===== src/rtl/timer_pkg.sv =====
// timer_pkg: constants and types shared by the timer counter stage.
//   TIMER_WIDTH : default counter / load-data width
//   CNT_UP/DOWN : encoding of the tc_updown direction input
//   CNT_MAX     : all-ones counter value for the default width
//   cnt_op_e    : the single action the counter takes in a given cycle
package timer_pkg;

    localparam int TIMER_WIDTH = 8;

    localparam logic CNT_UP   = 1'b0;
    localparam logic CNT_DOWN = 1'b1;

    localparam logic [TIMER_WIDTH-1:0] CNT_MAX = {TIMER_WIDTH{1'b1}};

    typedef enum logic [1:0] {
        OP_HOLD = 2'd0,
        OP_LOAD = 2'd1,
        OP_UP   = 2'd2,
        OP_DOWN = 2'd3
    } cnt_op_e;

endpackage


===== src/rtl/timer_edge_detect.sv =====
// timer_edge_detect: turns the prescaler's divided-clock level into a
// one-cycle rising-edge indication on the system clock.
//   clk   : system clock
//   rst   : asynchronous, active-high reset
//   level : divided clock from the prescaler (already in clk domain)
//   rise  : combinational, high in the cycle level is 1 and was 0 last cycle
//   tick  : rise registered, one-cycle pulse per detected rising edge
module timer_edge_detect (
    input  logic clk,
    input  logic rst,
    input  logic level,
    output logic rise,
    output logic tick
);

    logic prev;

    // History resets to 1 so a level already high out of reset is not
    // mistaken for a rising edge. It tracks every cycle, enabled or not,
    // so re-enabling the counter never sees a stale edge.
    // NOTE: sequential state uses non-blocking assignments so every flop
    // samples pre-edge values regardless of statement order.
    always_ff @(posedge clk or posedge rst) begin
        if (rst) begin
            prev <= 1'b1;
            tick <= 1'b0;
        end else begin
            prev <= level;
            tick <= rise;
        end
    end

    assign rise = level & ~prev;

endmodule


===== src/rtl/timer_counter.sv =====
// timer_counter: TCNT counter stage of the timer IP.
//   tc_clk     : system clock
//   tc_reset   : asynchronous, active-high reset
//   tc_clk_in  : divided clock level from the prescaler
//   tc_en      : count enable
//   tc_updown  : 0 = count up, 1 = count down
//   tc_load    : level-sensitive load, tc_cnt follows tc_tdr while high
//   tc_tdr     : load value
//   tc_ovf_clr : clear sticky overflow flag
//   tc_udf_clr : clear sticky underflow flag
//   tc_cnt     : counter value
//   tc_ovf     : sticky overflow flag (set on FF..F -> 0 while counting up)
//   tc_udf     : sticky underflow flag (set on 0 -> FF..F while counting down)
//   tc_tick    : registered one-cycle pulse per tc_clk_in rising edge
module timer_counter
    import timer_pkg::*;
#(
    parameter int WIDTH = TIMER_WIDTH
) (
    input  logic             tc_clk,
    input  logic             tc_reset,
    input  logic             tc_clk_in,
    input  logic             tc_en,
    input  logic             tc_updown,
    input  logic             tc_load,
    input  logic [WIDTH-1:0] tc_tdr,
    input  logic             tc_ovf_clr,
    input  logic             tc_udf_clr,
    output logic [WIDTH-1:0] tc_cnt,
    output logic             tc_ovf,
    output logic             tc_udf,
    output logic             tc_tick
);

    localparam logic [WIDTH-1:0] MAX_VAL = {WIDTH{1'b1}};

    logic    rise;
    logic    cnt_ev;
    logic    ovf_set;
    logic    udf_set;
    cnt_op_e op;

    timer_edge_detect u_edge (
        .clk   (tc_clk),
        .rst   (tc_reset),
        .level (tc_clk_in),
        .rise  (rise),
        .tick  (tc_tick)
    );

    // Load outranks counting; a tick arriving during a load is dropped.
    assign cnt_ev = rise & tc_en & ~tc_load;

    // NOTE: every path assigns op, so no latch is inferred here.
    always_comb begin
        op = OP_HOLD;
        if (tc_load) begin
            op = OP_LOAD;
        end else if (cnt_ev) begin
            op = (tc_updown == CNT_DOWN) ? OP_DOWN : OP_UP;
        end
    end

    assign ovf_set = (op == OP_UP)   && (tc_cnt == MAX_VAL);
    assign udf_set = (op == OP_DOWN) && (tc_cnt == '0);

    always_ff @(posedge tc_clk or posedge tc_reset) begin
        if (tc_reset) begin
            tc_cnt <= '0;
            tc_ovf <= 1'b0;
            tc_udf <= 1'b0;
        end else begin
            unique case (op)
                OP_LOAD: tc_cnt <= tc_tdr;
                OP_UP:   tc_cnt <= tc_cnt + WIDTH'(1);
                OP_DOWN: tc_cnt <= tc_cnt - WIDTH'(1);
                default: tc_cnt <= tc_cnt;
            endcase
            // Set beats a same-cycle clear; load leaves the flags alone.
            tc_ovf <= ovf_set | (tc_ovf & ~tc_ovf_clr);
            tc_udf <= udf_set | (tc_udf & ~tc_udf_clr);
        end
    end

endmodule

===== config.mk =====
export PLATFORM = sky130hd
export DESIGN_NAME = timer_counter
export DESIGN_NICKNAME = d
export VERILOG_FILES = /design/src/rtl/timer_pkg.sv /design/src/rtl/timer_edge_detect.sv /design/src/rtl/timer_counter.sv
export SDC_FILE = /design/constraint.sdc
export NUM_CORES = 1
export LEC_CHECK = 0
export CORE_AREA = 2 2 49 51
export CTS_CLUSTER_DIAMETER = 120
export DETAILED_ROUTE_END_ITERATION = 8
export DIE_AREA = 0 0 51 53
export GPL_TIMING_DRIVEN = 1
export PLACE_DENSITY_LB_ADDON = 0.12
export SLEW_MARGIN = 25
export SYNTH_ARGS = -nofsm -noshare
export SYNTH_HDL_FRONTEND = slang
export SYNTH_SLANG_ARGS = --single-unit

===== constraint.sdc =====
create_clock -name tc_clk -period 2.4 [get_ports tc_clk]
set_input_delay 0.24 -clock tc_clk [delete_from_list [all_inputs] [get_ports tc_clk]]
set_output_delay 0.24 -clock tc_clk [all_outputs]
set_load 0.005 [all_outputs]

# [Word level (Yosys, flattened, before mapping)]
# Index checks and enable logic that the tools add are counted.
[totals] register_bits=12 in_bits=16
[classes] add_sub_neg=2 eq_ne=4 n_mux=4 bitwise_logic=11 reduce_logical=4
[ops] cell="8-bit one-hot mux with 3 select lines" count=1
[ops] cell="8-bit by 1-bit adder with 8-bit output, second input constant" count=1
[ops] cell="8-bit equality test, second input constant" count=1
[ops] cell="8-bit logical NOT" count=1
[ops] cell="8-bit by 1-bit subtractor with 8-bit output, second input constant" count=1
[ops] cell="1-bit bitwise AND" count=5
[ops] cell="2-bit equality test, second input constant" count=2
[ops] cell="2-bit two-way mux" count=2
[ops] cell="1-bit inverter" count=4
[ops] cell="3-bit nonzero test" count=1
[ops] cell="2-bit by 1-bit equality test with 1-bit output, second input constant" count=1
[ops] cell="1-bit logical AND" count=2
[ops] cell="1-bit bitwise OR" count=2
[ops] cell="1-bit two-way mux" count=1

# [Depth between registers and ports, before layout]
[depth] ltp_word=9 depth_mapped=9 mapped_depth_nobuf=9

# [By module]
# A second synthesis with hierarchy kept.
[unflattened] cells_unflattened=104 hier_area_um2=873.3
[modules_own_cells] module="timer_counter" instances=1 cells_per_inst=100 area_per_inst_um2=804.5 seq_area_each_um2=250.2
[modules_own_cells] module="timer_edge_detect" instances=1 cells_per_inst=4 area_per_inst_um2=68.8 seq_area_each_um2=51.3

# [Least setup slack after synthesis]
# No wires, ideal clock.
[synth_timing] path_kind="flip-flop to flip-flop" from="reg u_edge.prev" to="reg tc_cnt[7]" arrival_time_ns=2.340 required_time_ns=2.318 setup_slack_ns=-0.022 path_stages_with_launch=10 path_buffers=0 path_cell_list="dfstp_2 > and2b_2 > nand4_1 > inv_1 > ha_1 > a211oi_2 > o211ai_1 > and3_1 > or4_1 > a31oi_1"
[synth_between] elab_chain_len=8 word_cells_on_any_way=11 cone_classes="eq/ne: 3; mux: 3; bitwise: 4; reduce/logical: 1"
[synth_rtl] element="start, declared" line="timer_edge_detect.sv:16" rtl="logic prev;"
[synth_rtl] element="start signal, assigned" line="timer_edge_detect.sv:28" rtl="prev <= level;"
[synth_rtl] element="1-bit inverter *" line="timer_edge_detect.sv:33" rtl="assign rise = level & ~prev;"
[synth_rtl] element="1-bit bitwise AND *" line="timer_edge_detect.sv:33"
[synth_rtl] element="named net rise" line="timer_counter.sv:37" rtl="logic rise;"
[synth_rtl] element="1-bit bitwise AND * (2 in series)" line="timer_counter.sv:52" rtl="assign cnt_ev = rise & tc_en & ~tc_load;"
[synth_rtl] element="2-bit two-way mux *" line="timer_counter.sv:59" rtl="end else if (cnt_ev) begin"
[synth_rtl] element="2-bit two-way mux *" line="timer_counter.sv:57" rtl="if (tc_load) begin"
[synth_rtl] element="2-bit equality test or 2-bit by 1-bit equality test with 1-bit output (tied branches)" line="timer_counter.sv:73" rtl="unique case (op)"
[synth_rtl] element="8-bit one-hot mux with 3 select lines or 3-bit nonzero test (tied branches)"
[synth_rtl] element="end signal, assigned" line="timer_counter.sv:74" rtl="OP_LOAD: tc_cnt <= tc_tdr;"
[synth_rtl] element="end signal, assigned" line="timer_counter.sv:75" rtl="OP_UP: tc_cnt <= tc_cnt + WIDTH'(1);"
[synth_rtl] element="end signal, assigned" line="timer_counter.sv:76" rtl="OP_DOWN: tc_cnt <= tc_cnt - WIDTH'(1);"
[synth_rtl] element="end, declared" line="timer_counter.sv:29" rtl="output logic [WIDTH-1:0] tc_cnt,"
# The timed path passes the listed nets; every way through them passes the cells marked *.
# A chain may end at the register's enable or synchronous reset.

# [Worst setup path in the final report]
# Ends and elaborated chain as after synthesis.

==> results.toml <==
[grt]
grt_usage_pct = 20.2
antenna_found_initial = 0
grt_max_degree = 19
grt_pass1_vias = 907
grt_pass1_wl_um = 3950
overflow = 0

[layout]
drive_gt1_share_pct = 24.3
antenna_cells = 0
final_common_cell = "clkdlybuf4s50_1"
fillers = 181
fin_area_mm2 = 0.00136
postLayoutCoreUtil_pct = 63.1
final_cell_mix = "clkdlybuf4s50_1 (26), buf_4 (18), dfrtp_1 (11)"
nNetsFinal = 164
final_cells = 168
syn_to_final_growth_pct = 62.8

[timing]
hold_viol = 0
setup_viol = 1
setup_tns_ps = -3.04
timing.final.ws_setup_ps = -3.04
rsz0062_at_grt = "true"
post-route-period-util_pct = 100
tightest_slew_ps = 529
finalMaxSlewViolations = 0
relSlewSlack_pct = 64.7
skew_ps = 8.56
min_period_ps = 2400
timing.fmax_mhz = 416
hold_slack_ps = 277

[detailed_routing]
wl_um = 2380
ant_nets = 0
route.detailed.drc = 0
drt-initial-drc-count = 9
vias_per_cell = 5.30
dr.pass1.iters = 4
num_vias = 891
wl_per_cell_um = 14.2

[synth]
ys_seq_elements = 12
netlist_top_cells_area = "dfrtp_1 (33%), ha_1 (9.0%), a21oi_1 (4.8%)"
async_reset_ff_share_pct = 100
synth_cells = 94
yosysTopAreaCellShare_pct = 33.0
synth_nets = 117
synth_ff_type = "dfrtp_1"
yosysSeqAreaShare_pct = 36.2
synth_edf_count = 0
synth_warnings = 0
syn_area_per_cell_um2 = 8.86
syn_area_um2 = 833
synth.largest_area_cell = "dfrtp_1"
ys_types = 39

[placed_design]
placed_cell_area_mm2 = 0.00124
hpwl_um = 1710
place_inst = 162
gp_congestion = 0.843
numPortBuffers = 26
place_ws_ps = -238

[setup_path]
cp_slowest_cell = "dfstp_2"
crit_path_end = "tc_cnt[7]"
crit_chain = "and2b_2 -> nand4_1 -> inv_2 -> buf_4 -> ha_4 -> a21oi_4 -> o211ai_1 -> and3_1 -> or4_1 -> a31oi_1"
cp.arrival_ps = 2620
max_stage_delay_ps = 520
reg2reg_from = "u_edge.prev"
end_kind = "flip-flop"
worstPathMaxFanout = 5
setup.worst_path.start = "u_edge.prev"
crit_required_ps = 2620
r2r-end = "tc_cnt[7]"
startpoint_type = "flip-flop"
critical_path_class = "flip-flop to flip-flop"
regToRegSetupSlack_ps = -3
reg2regPathDepth = 10

[cts]
clk_latency_ps = 290
numCtsBuffers = 3
root_buffer = "clkbuf_4"
cts.clk_slew.worst_paths_ps = 90
clock-sinks = 12
htree_levels = 1
cts_tree = "done"
cts.path.max_buffers = 2

[die]
ios = 27
num_rows = 17
fp.dieH_um = 53
initial_utilization_pct = 38.8
dieArea_mm2 = 0.00270
core_area_mm2 = 0.00215
die_w_um = 51

[flow_run]
drv_cap = 0

[run_status]
violations = "setup timing"
run_status = "complete, but fails checks"

[worst_hold_path]
hold_class = "primary input to async pin"

[power]
p_leak_nw = 0.560
max-vdd-ir-drop_mv = 0.261
powerDensity_mw_per_mm2 = 445
finalPower_mw = 0.604
[repair_timing]
action / CTS / global route
gates resized for setup: 6 / 3
buffers inserted: 1 / 1
pin swaps: 8 / 2
hold buffers: 0 / 0
endpoints found under the setup margin: 1 / 2
[worst max-delay path: cells and delay by family (launching register included)]
| kind | cells | cell delay (ps) |
|---|---|---|
| simple gates | 4 | 920 |
| buf+inv | 2 | 250 |
| compound gates | 3 | 440 |
| flops | 1 | 520 |
| fa+ha+maj | 1 | 230 |
[Yosys cell counts, types with 2 or more instances]
library cell	instances
nor4_1	2
ha_1	6
o21ai_0	7
or4_1	3
inv_1	8
dfrtp_1	11
a31oi_1	2
nor2_1	5
nor2b_1	2
a21oi_1	8
nand3_1	4
nand4_1	3
o21a_1	2
nand2_1	6
[cell families (layout without fill, tap and decap cells)]
group,Yosys count,count (layout),share of synthesized area [%]
simple gates,32,32,21.2
flops,12,12,36.2
xor+xnor,2,2,2.10
buf+inv,10,56,4.65
compound gates,31,31,24.5
fa+ha+maj,7,7,11.4
[per-layer routing]
| layer | wire length (um) | track usage (%) |
|---|---|---|
| met5 | 0 | 0 |
| met3 | 79 | 3.11 |
| met4 | 46 | 12.2 |
| met2 | 1170 | 34.8 |
| met1 | 1080 | 23.6 |
[report_power, final]
part | internal [mW] | total, mW | leakage, nW | switching (mW)
registers | 0.218 | 0.244 | 0.146 | 0.0260
logic | 0.113 | 0.186 | 0.393 | 0.0727
clock network | 0.0925 | 0.173 | 0.0210 | 0.0808
total | 0.424 | 0.604 | 0.560 | 0.179
[final cells by class]
type	count	area, um2	area share, %
multi-input combinational	72	558	41.1
timing repair buffer	44	395	29.2
sequential	12	302	22.2
clock buffer	4	36.3	2.68
tap	28	35.0	2.58
inverter	8	30.0	2.21
[how the worst min path moves through the flow]
stage                      endpoint  slack (ps)  startpoint  cells after the start
after floorplan           tc_cnt[0]         100    tc_reset                      1
after global placement       tc_ovf         510      tc_ovf                      2
after detailed placement     tc_ovf         530      tc_ovf                      2
after CTS                    tc_udf         290    tc_reset                      2
after global routing         tc_udf         330    tc_reset                      2
final                        tc_udf         280    tc_reset                      2
[state kept, by name, summed over array words and instances (netlist names)]
signal       flops
u_edge.tick      1
tc_ovf           1
u_edge.prev      1
tc_cnt           8
tc_udf           1
Note: power is estimated with default switching activity, not from simulation.
